`src/rtl/instr_fetch_if.sv`:
```
// Fetch-unit bus bundle: instruction-memory req/ack port plus the issue valid/ready port.
// master = fetch unit, slave = memory/datapath side.
interface instr_fetch_if #(
    parameter int PC_WIDTH = 8
);
    logic                imem_req;
    logic [PC_WIDTH-1:0] imem_addr;
    logic                imem_ack;
    logic [7:0]          imem_rdata;
    logic                instr_valid;
    logic [7:0]          instr;
    logic [1:0]          op;
    logic [PC_WIDTH-1:0] pc_out;
    logic                instr_ready;
    logic                branch_taken;
    logic                halt;

    modport master (
        output imem_req, imem_addr, instr_valid, instr, op, pc_out,
        input  imem_ack, imem_rdata, instr_ready, branch_taken, halt
    );

    modport slave (
        input  imem_req, imem_addr, instr_valid, instr, op, pc_out,
        output imem_ack, imem_rdata, instr_ready, branch_taken, halt
    );
endinterface

```
`src/rtl/instr_fetch.sv`:
```
// Instruction fetch/issue unit: owns the PC, fetches over req/ack, issues over valid/ready.
// Define FETCH_PREFETCH_EN to add a one-entry prefetch buffer for back-to-back issue.
module instr_fetch #(
    parameter int                  PC_WIDTH = 8,
    parameter logic [PC_WIDTH-1:0] RESET_PC = '0
) (
    input logic           clk,
    input logic           reset,
    instr_fetch_if.master bus
);
`ifdef FETCH_PREFETCH_EN
    localparam bit PrefetchEn = 1'b1;
`else
    localparam bit PrefetchEn = 1'b0;
`endif
    localparam logic [1:0] OpBranch = 2'b11;

    typedef enum logic [1:0] {FETCH, HOLD, STALL} state_e;
    typedef logic [PC_WIDTH-1:0] pc_t;

    state_e     state_q, state_d;
    logic       req_q, req_d;
    logic       valid_q, valid_d;
    logic       buf_valid_q, buf_valid_d;
    pc_t        addr_q, addr_d;
    pc_t        pc_q, pc_d;
    pc_t        buf_pc_q, buf_pc_d;
    logic [7:0] instr_q, instr_d;
    logic [7:0] buf_instr_q, buf_instr_d;
    logic       ack_ok, accept, taken;
    pc_t        imm_sext, next_pc;

    // A following fetch is only started speculatively past a non-branch.
    function automatic logic can_prefetch(input logic [7:0] ins, input logic halt_now);
        return PrefetchEn && (ins[7:6] != OpBranch) && !halt_now;
    endfunction

    assign ack_ok   = req_q & bus.imem_ack;
    assign accept   = valid_q & bus.instr_ready;
    assign taken    = (instr_q[7:6] == OpBranch) & bus.branch_taken;
    assign imm_sext = {{(PC_WIDTH-2){instr_q[1]}}, instr_q[1:0]};
    assign next_pc  = pc_q + pc_t'(1) + (taken ? imm_sext : pc_t'(0));

    always_comb begin
        // NOTE: every signal gets a default first so no path leaves it unassigned (no latches).
        state_d     = state_q;
        req_d       = req_q;
        addr_d      = addr_q;
        valid_d     = valid_q;
        instr_d     = instr_q;
        pc_d        = pc_q;
        buf_valid_d = buf_valid_q;
        buf_instr_d = buf_instr_q;
        buf_pc_d    = buf_pc_q;

        case (state_q)
            FETCH: begin
                if (!req_q) begin
                    req_d = !bus.halt;
                end else if (ack_ok) begin
                    instr_d = bus.imem_rdata;
                    pc_d    = addr_q;
                    valid_d = 1'b1;
                    state_d = HOLD;
                    req_d   = can_prefetch(bus.imem_rdata, bus.halt);
                    if (req_d) addr_d = addr_q + pc_t'(1);
                end
            end

            HOLD: begin
                if (accept) begin
                    if (ack_ok) begin
                        // Prefetch returns on the accept edge: bypass the buffer.
                        instr_d = bus.imem_rdata;
                        pc_d    = addr_q;
                        req_d   = can_prefetch(bus.imem_rdata, bus.halt);
                        if (req_d) addr_d = addr_q + pc_t'(1);
                    end else if (buf_valid_q) begin
                        instr_d     = buf_instr_q;
                        pc_d        = buf_pc_q;
                        buf_valid_d = 1'b0;
                        req_d       = can_prefetch(buf_instr_q, bus.halt);
                        if (req_d) addr_d = buf_pc_q + pc_t'(1);
                    end else if (req_q) begin
                        // Prefetch still in flight already targets pc_out+1.
                        valid_d = 1'b0;
                        state_d = FETCH;
                    end else begin
                        valid_d = 1'b0;
                        addr_d  = next_pc;
                        if (bus.halt) begin
                            state_d = STALL;
                        end else begin
                            state_d = FETCH;
                            req_d   = 1'b1;
                        end
                    end
                end else if (ack_ok) begin
                    buf_valid_d = 1'b1;
                    buf_instr_d = bus.imem_rdata;
                    buf_pc_d    = addr_q;
                    req_d       = 1'b0;
                end else if (!req_q && !buf_valid_q && can_prefetch(instr_q, bus.halt)) begin
                    req_d  = 1'b1;
                    addr_d = pc_q + pc_t'(1);
                end
            end

            STALL: begin
                if (!bus.halt) begin
                    state_d = FETCH;
                    req_d   = 1'b1;
                end
            end

            default: state_d = FETCH;
        endcase
    end

    // NOTE: sequential state uses non-blocking assignments only.
    always_ff @(posedge clk or negedge reset) begin
        if (!reset) begin
            state_q     <= FETCH;
            req_q       <= 1'b0;
            addr_q      <= RESET_PC;
            valid_q     <= 1'b0;
            instr_q     <= 8'h00;
            pc_q        <= RESET_PC;
            buf_valid_q <= 1'b0;
            buf_instr_q <= 8'h00;
            buf_pc_q    <= RESET_PC;
        end else begin
            state_q     <= state_d;
            req_q       <= req_d;
            addr_q      <= addr_d;
            valid_q     <= valid_d;
            instr_q     <= instr_d;
            pc_q        <= pc_d;
            buf_valid_q <= buf_valid_d;
            buf_instr_q <= buf_instr_d;
            buf_pc_q    <= buf_pc_d;
        end
    end

    assign bus.imem_req    = req_q;
    assign bus.imem_addr   = addr_q;
    assign bus.instr_valid = valid_q;
    assign bus.instr       = instr_q;
    assign bus.op          = instr_q[7:6];
    assign bus.pc_out      = pc_q;
endmodule

```
`src/flat_wrapper.sv`:
```
// flat-port wrapper written by rule: the top's interface ports become plain ports
module instr_fetch_flat 
#(
    parameter int                  PC_WIDTH = 8,
    parameter logic [PC_WIDTH-1:0] RESET_PC = '0
)
  (clk, reset, bus_imem_req, bus_imem_addr, bus_instr_valid, bus_instr, bus_op, bus_pc_out, bus_imem_ack, bus_imem_rdata, bus_instr_ready, bus_branch_taken, bus_halt);
  instr_fetch_if #(.PC_WIDTH(PC_WIDTH)) bus_i ();
  input logic clk;
  input logic reset;
  output wire logic [$bits(bus_i.imem_req)-1:0] bus_imem_req;
  output wire logic [$bits(bus_i.imem_addr)-1:0] bus_imem_addr;
  output wire logic [$bits(bus_i.instr_valid)-1:0] bus_instr_valid;
  output wire logic [$bits(bus_i.instr)-1:0] bus_instr;
  output wire logic [$bits(bus_i.op)-1:0] bus_op;
  output wire logic [$bits(bus_i.pc_out)-1:0] bus_pc_out;
  input wire logic [$bits(bus_i.imem_ack)-1:0] bus_imem_ack;
  input wire logic [$bits(bus_i.imem_rdata)-1:0] bus_imem_rdata;
  input wire logic [$bits(bus_i.instr_ready)-1:0] bus_instr_ready;
  input wire logic [$bits(bus_i.branch_taken)-1:0] bus_branch_taken;
  input wire logic [$bits(bus_i.halt)-1:0] bus_halt;
  assign bus_imem_req = bus_i.imem_req;
  assign bus_imem_addr = bus_i.imem_addr;
  assign bus_instr_valid = bus_i.instr_valid;
  assign bus_instr = bus_i.instr;
  assign bus_op = bus_i.op;
  assign bus_pc_out = bus_i.pc_out;
  assign bus_i.imem_ack = bus_imem_ack;
  assign bus_i.imem_rdata = bus_imem_rdata;
  assign bus_i.instr_ready = bus_instr_ready;
  assign bus_i.branch_taken = bus_branch_taken;
  assign bus_i.halt = bus_halt;
  instr_fetch #(.PC_WIDTH(PC_WIDTH), .RESET_PC(RESET_PC)) u_core (.clk(clk), .reset(reset), .bus(bus_i));
endmodule
```
`config.mk`:
```
export PLATFORM = sky130hd
export DESIGN_NAME = instr_fetch_flat
export DESIGN_NICKNAME = d
export VERILOG_FILES = /design/src/rtl/instr_fetch_if.sv /design/src/rtl/instr_fetch.sv /design/src/flat_wrapper.sv
export SDC_FILE = /design/constraint.sdc
export NUM_CORES = 1
export LEC_CHECK = 0
export ABC_AREA = 1
export BUFFER_PORTS_ARGS = -buffer_cell sky130_fd_sc_hd__buf_4
export CORE_MARGIN = 10
export CORE_UTILIZATION = 29
export DETAILED_ROUTE_END_ITERATION = 8
export SYNTH_ARGS = -nofsm -noshare
export SYNTH_HDL_FRONTEND = slang
export SYNTH_SLANG_ARGS = --single-unit
```
`constraint.sdc`:
```
create_clock -name clk -period 1.9 [get_ports clk]
set_input_delay 0 -clock clk [delete_from_list [all_inputs] [get_ports clk]]
set_output_delay 0 -clock clk [all_outputs]
set_load 0.02 [all_outputs]
```
==> impl_metrics.prom <==
# TYPE chip_impl_metric gauge
chip_impl_metric{name="cts_made_buffers",unit=""} 5
chip_impl_info{name="tritoncts",value="done"} 1
chip_impl_metric{name="timing.final.crit_share",unit=""} 0.933
chip_impl_metric{name="layout-drive-gt1-share",unit=""} 0.289
chip_impl_metric{name="drt-vias-per-instance",unit=""} 4.64
chip_impl_metric{name="worstPathRequired",unit="ns"} 2.14
chip_impl_metric{name="detailed_place.area",unit="um2"} 2900
chip_impl_info{name="timing.rr.end",value="u_core.bus.pc_out[1]"} 1
chip_impl_metric{name="least_margin_pin_slew",unit="ns"} 0.585
chip_impl_metric{name="signal_arrival_time_at_the_worst_endpoint",unit="ns"} 2.01
chip_impl_metric{name="die-area",unit="um2"} 12200
chip_impl_metric{name="nFillCells",unit=""} 827
chip_impl_metric{name="clock-sinks",unit=""} 45
chip_impl_metric{name="route.detailed.drc",unit=""} 0
chip_impl_metric{name="die_width",unit="um"} 110
chip_impl_metric{name="synthSimpleGateAreaFrac",unit=""} 0.234
chip_impl_metric{name="dr_total_vias",unit=""} 2176
chip_impl_metric{name="report.final.setup_viol",unit=""} 0
chip_impl_metric{name="placedCellCount",unit=""} 446
chip_impl_metric{name="yosysWarningCount",unit=""} 0
chip_impl_metric{name="synthesis.nets",unit=""} 314
chip_impl_metric{name="numPortBuffers",unit=""} 41
chip_impl_metric{name="peakVddDrop",unit="V"} 0.000287
chip_impl_metric{name="p_seq_frac",unit=""} 0.589
chip_impl_metric{name="io_pins",unit=""} 42
chip_impl_metric{name="power.density",unit="nW/um2"} 509
chip_impl_metric{name="timing.reg2reg.setup_slack",unit="ns"} 0.13
chip_impl_metric{name="insertion_delay",unit="ns"} 0.31
chip_impl_metric{name="synthesized_instance_count",unit=""} 294
chip_impl_metric{name="die_h",unit="um"} 110
chip_impl_metric{name="setup_slack",unit="ns"} 0.127
chip_impl_info{name="main_combinational_cell_family_by_area_after_synthesis",value="simple AND/OR/NAND/NOR gates"} 1
chip_impl_metric{name="maxSlewViolCount",unit=""} 0
chip_impl_metric{name="finalWeightedCongestion",unit=""} 0.905
chip_impl_metric{name="synthesized_area_fraction_occupied_by_ao_oa_aoi_and_oai_cells",unit=""} 0.143
chip_impl_metric{name="wirelength",unit="um"} 6390
chip_impl_metric{name="std_cell_rows",unit=""} 32
chip_impl_metric{name="synth.cell_area",unit="um2"} 2370
chip_impl_metric{name="p_switching",unit="uW"} 351
chip_impl_info{name="run_status",value="finished clean"} 1
chip_impl_metric{name="grt_usage",unit=""} 0.102
chip_impl_metric{name="hpwl",unit="um"} 4470
chip_impl_metric{name="avgRoutedWirePerCell",unit="um"} 13.6
chip_impl_metric{name="grt_antenna_before_repair",unit=""} 0
chip_impl_metric{name="swShare",unit=""} 0.216
chip_impl_metric{name="finish.cell_count_without_fillers",unit=""} 469
chip_impl_info{name="min_path_type",value="primary input to register"} 1
chip_impl_metric{name="synth-seq-cells",unit=""} 45
chip_impl_metric{name="clkSlewWorstSetupHoldPaths",unit="ns"} 0.09
chip_impl_info{name="cp-endpoint",value="u_core.bus.pc_out[1]"} 1
chip_impl_metric{name="p_int",unit="uW"} 1270
chip_impl_info{name="worst_setup_path_start_kind",value="register"} 1
chip_impl_metric{name="grt_first_pass_wirelength",unit="um"} 10500
chip_impl_metric{name="max_freq",unit="MHz"} 564
chip_impl_info{name="rr_startpoint",value="u_core.state_q[1]"} 1
chip_impl_metric{name="r2r.worst_path.cells",unit=""} 10
chip_impl_metric{name="synth.yosys.seq_area_share",unit=""} 0.474
chip_impl_info{name="cts-root-buf",value="clkbuf_8"} 1
chip_impl_metric{name="max_capacitance_violation_count",unit=""} 0
chip_impl_metric{name="initial_core_util",unit=""} 0.302
chip_impl_metric{name="number_of_levels_in_the_clock_h_tree",unit=""} 2
chip_impl_metric{name="finish.instance_area",unit="um2"} 3200
chip_impl_metric{name="multiplexer_fraction_of_the_synthesized_cell_area",unit=""} 0.0285
chip_impl_metric{name="multi_input_area",unit="um2"} 1130
chip_impl_metric{name="syn2layout_area_growth",unit="%"} 34.7
chip_impl_metric{name="clock_path_buffers",unit=""} 2
chip_impl_metric{name="synthAdderAreaFrac",unit=""} 0.0316
chip_impl_info{name="setup.worst_path.start",value="u_core.state_q[1]"} 1
chip_impl_metric{name="fin_worst_skew",unit="ns"} 0.0142
chip_impl_metric{name="grt_start_max_net_pins",unit=""} 46
chip_impl_metric{name="clock_power_share",unit=""} 0.376
chip_impl_metric{name="final-seq-area",unit="um2"} 1130
chip_impl_info{name="critPathKind",value="register to register"} 1
chip_impl_metric{name="combPwrFrac",unit=""} 0.036
chip_impl_metric{name="globalRouteOverflowTotal",unit=""} 0
chip_impl_metric{name="worst_slew_margin_rel",unit=""} 0.610
chip_impl_metric{name="dpl_worst_slack",unit="ns"} -0.418
chip_impl_metric{name="total_leakage_power",unit="uW"} 0.00161
chip_impl_metric{name="ant_nets",unit=""} 0
chip_impl_metric{name="ys_types",unit=""} 30
chip_impl_metric{name="synthXorXnorAreaFrac",unit=""} 0.00369
chip_impl_metric{name="core_area",unit="um2"} 7850
chip_impl_metric{name="via_count_of_the_first_global_routing_pass",unit=""} 2167
chip_impl_metric{name="timing.critical_path.fanout_max",unit=""} 7
chip_impl_metric{name="timing.final.hold_violations",unit=""} 0
chip_impl_metric{name="holdWs",unit="ns"} 0.0157
chip_impl_metric{name="first_pass_iters",unit=""} 4
chip_impl_metric{name="period_needed",unit="ns"} 1.77
chip_impl_metric{name="drt_iter0_markers",unit=""} 127
chip_impl_metric{name="per_instance_average_area_after_synthesis",unit="um2"} 8.07
chip_impl_info{name="cp_capture_type",value="register"} 1
chip_impl_metric{name="antenna_cells",unit=""} 0
chip_impl_metric{name="layout.nets",unit=""} 387
==> cells in the mapped netlist (all sizes together) <==
master / number / share of area
nand3: 17 / 0.038
a41oi: 2 / 0.0074
a21oi: 7 / 0.015
o21ai: 32 / 0.069
clkbuf: 5 / 0.0079
nor2: 18 / 0.036
o211ai: 9 / 0.028
mux2: 6 / 0.028
or2: 2 / 0.0053
dfrtp: 45 / 0.47
o2111ai: 1 / 0.0037
ha: 6 / 0.032
xor2: 1 / 0.0037
buf: 5 / 0.014
nor3: 1 / 0.0021
clkinv: 1 / 0.0016
a221oi: 1 / 0.0037
nand4: 1 / 0.0090
nand2: 89 / 0.14
a31oi: 6 / 0.016
inv: 39 / 0.062
==> power by group through the flow <==
stage | clock (uW) | sequential, uW | combinational, uW
global route | 669 | 957 | 65.5
detailed placement | 0 | 976 | 47.3
global placement | 0 | 976 | 47.0
CTS | 634 | 957 | 60.4
finish | 611 | 957 | 58.1
floorplan | 0 | 976 | 1.91
==> worst min-delay path by stage <==
stage / startpoint / endpoint / slack [ns] / depth (start not counted)
floorplan: reset / u_core.buf_instr_q[0] / -0.30 / 0
global placement: reset / u_core.bus.instr_valid / 0.05 / 1
detailed placement: reset / u_core.bus.instr_valid / 0.05 / 1
CTS: bus_imem_rdata[1] / u_core.buf_instr_q[1] / 0.009 / 3
global route: bus_imem_rdata[1] / u_core.buf_instr_q[1] / 0.04 / 3
finish: bus_imem_rdata[1] / u_core.buf_instr_q[1] / 0.02 / 3
==> sequential cells by signal, indices dropped and copies added, names as in the netlist <==
register	count
u_core.buf_instr_q	8
u_core.buf_pc_q	8
u_core.buf_valid_q	1
u_core.bus.imem_addr	8
u_core.bus.imem_req	1
u_core.bus.instr	8
u_core.bus.instr_valid	1
u_core.bus.pc_out	8
u_core.state_q	2
==> cell usage in the layout (no fill, tap or decap) <==
master / count
clkinv_1: 1
nand4_4: 1
nor2_2: 2
dlygate4sd3_1: 8
nand2_1: 83
o2111ai_1: 1
xor2_1: 1
a221oi_1: 1
o21ai_1: 1
nand2_4: 1
ha_1: 3
a41oi_1: 2
ha_2: 2
or2_2: 1
o21ai_2: 1
o211ai_1: 9
nand2_2: 5
nand3_2: 3
clkbuf_8: 6
nor2_1: 13
o21ai_0: 29
o21ai_4: 1
mux2_2: 6
dfrtp_1: 44
nor2_4: 5
buf_4: 66
a21oi_1: 7
nor3_1: 1
inv_1: 35
ha_4: 1
a31oi_1: 6
or2_1: 1
clkbuf_1: 1
dfrtp_2: 1
inv_2: 4
nand3_1: 14
==> stage by stage <==
| stage | util | TNS [ns] | power (uW) |
|---|---|---|---|
| 2_1_floorplan | - | 0 | 978 |
| 5_1_grt | 0.407 | -0.0392 | 1690 |
| 3_3_place_gp | 0.370 | -3.14 | 1020 |
| 3_5_place_dp | 0.370 | -4.32 | 1020 |
| 4_1_cts | 0.394 | 0 | 1650 |
| 6_report | 0.407 | 0 | 1630 |
==> routing by layer <==
| layer | part of all wire | track usage | vias up |
|---|---|---|---|
| met2 | 0.46 | 0.162 | 39 |
| li1 | - | - | 1100 |
| met4 | 0.017 | 0.0380 | 0 |
| met3 | 0.043 | 0.0265 | 11 |
| met1 | 0.48 | 0.130 | 1026 |
| met5 | 0 | 0 | - |
==> worst max-delay path, stage by stage (launching register included) <==
cell     delay, ns
dfrtp_1       0.39
inv_1         0.09
ha_2          0.21
inv_1         0.08
nor2_2        0.13
inv_2         0.07
o21ai_4       0.22
buf_4         0.16
nor2_4        0.05
buf_4         0.16
o21ai_0       0.14
==> what timing repair did <==
item	CTS	global route
hold buffers	8	0
gates resized for setup	3	16
setup buffers	0	6
pin swaps	1	6
setup endpoints to repair	17	26
gates cloned	2	0
hold endpoints to repair	59	0
==> layout make-up <==
cell class | count | area share
inverter | 40 | 0.0470
clock buffer | 7 | 0.0270
tap | 102 | 0.0399
multi-input combinational | 201 | 0.353
timing repair buffer | 74 | 0.180
sequential | 45 | 0.353
==> cells by family after synthesis <==
logic type	Yosys count
and+or+nand+nor	128
buffers and inverters	50
muxes	6
xor gates and xnor gates	1
DFF	45
AOI/OAI and AO/OA	58
adders and majority gates	6
Power figures use the tool's default switching activity.
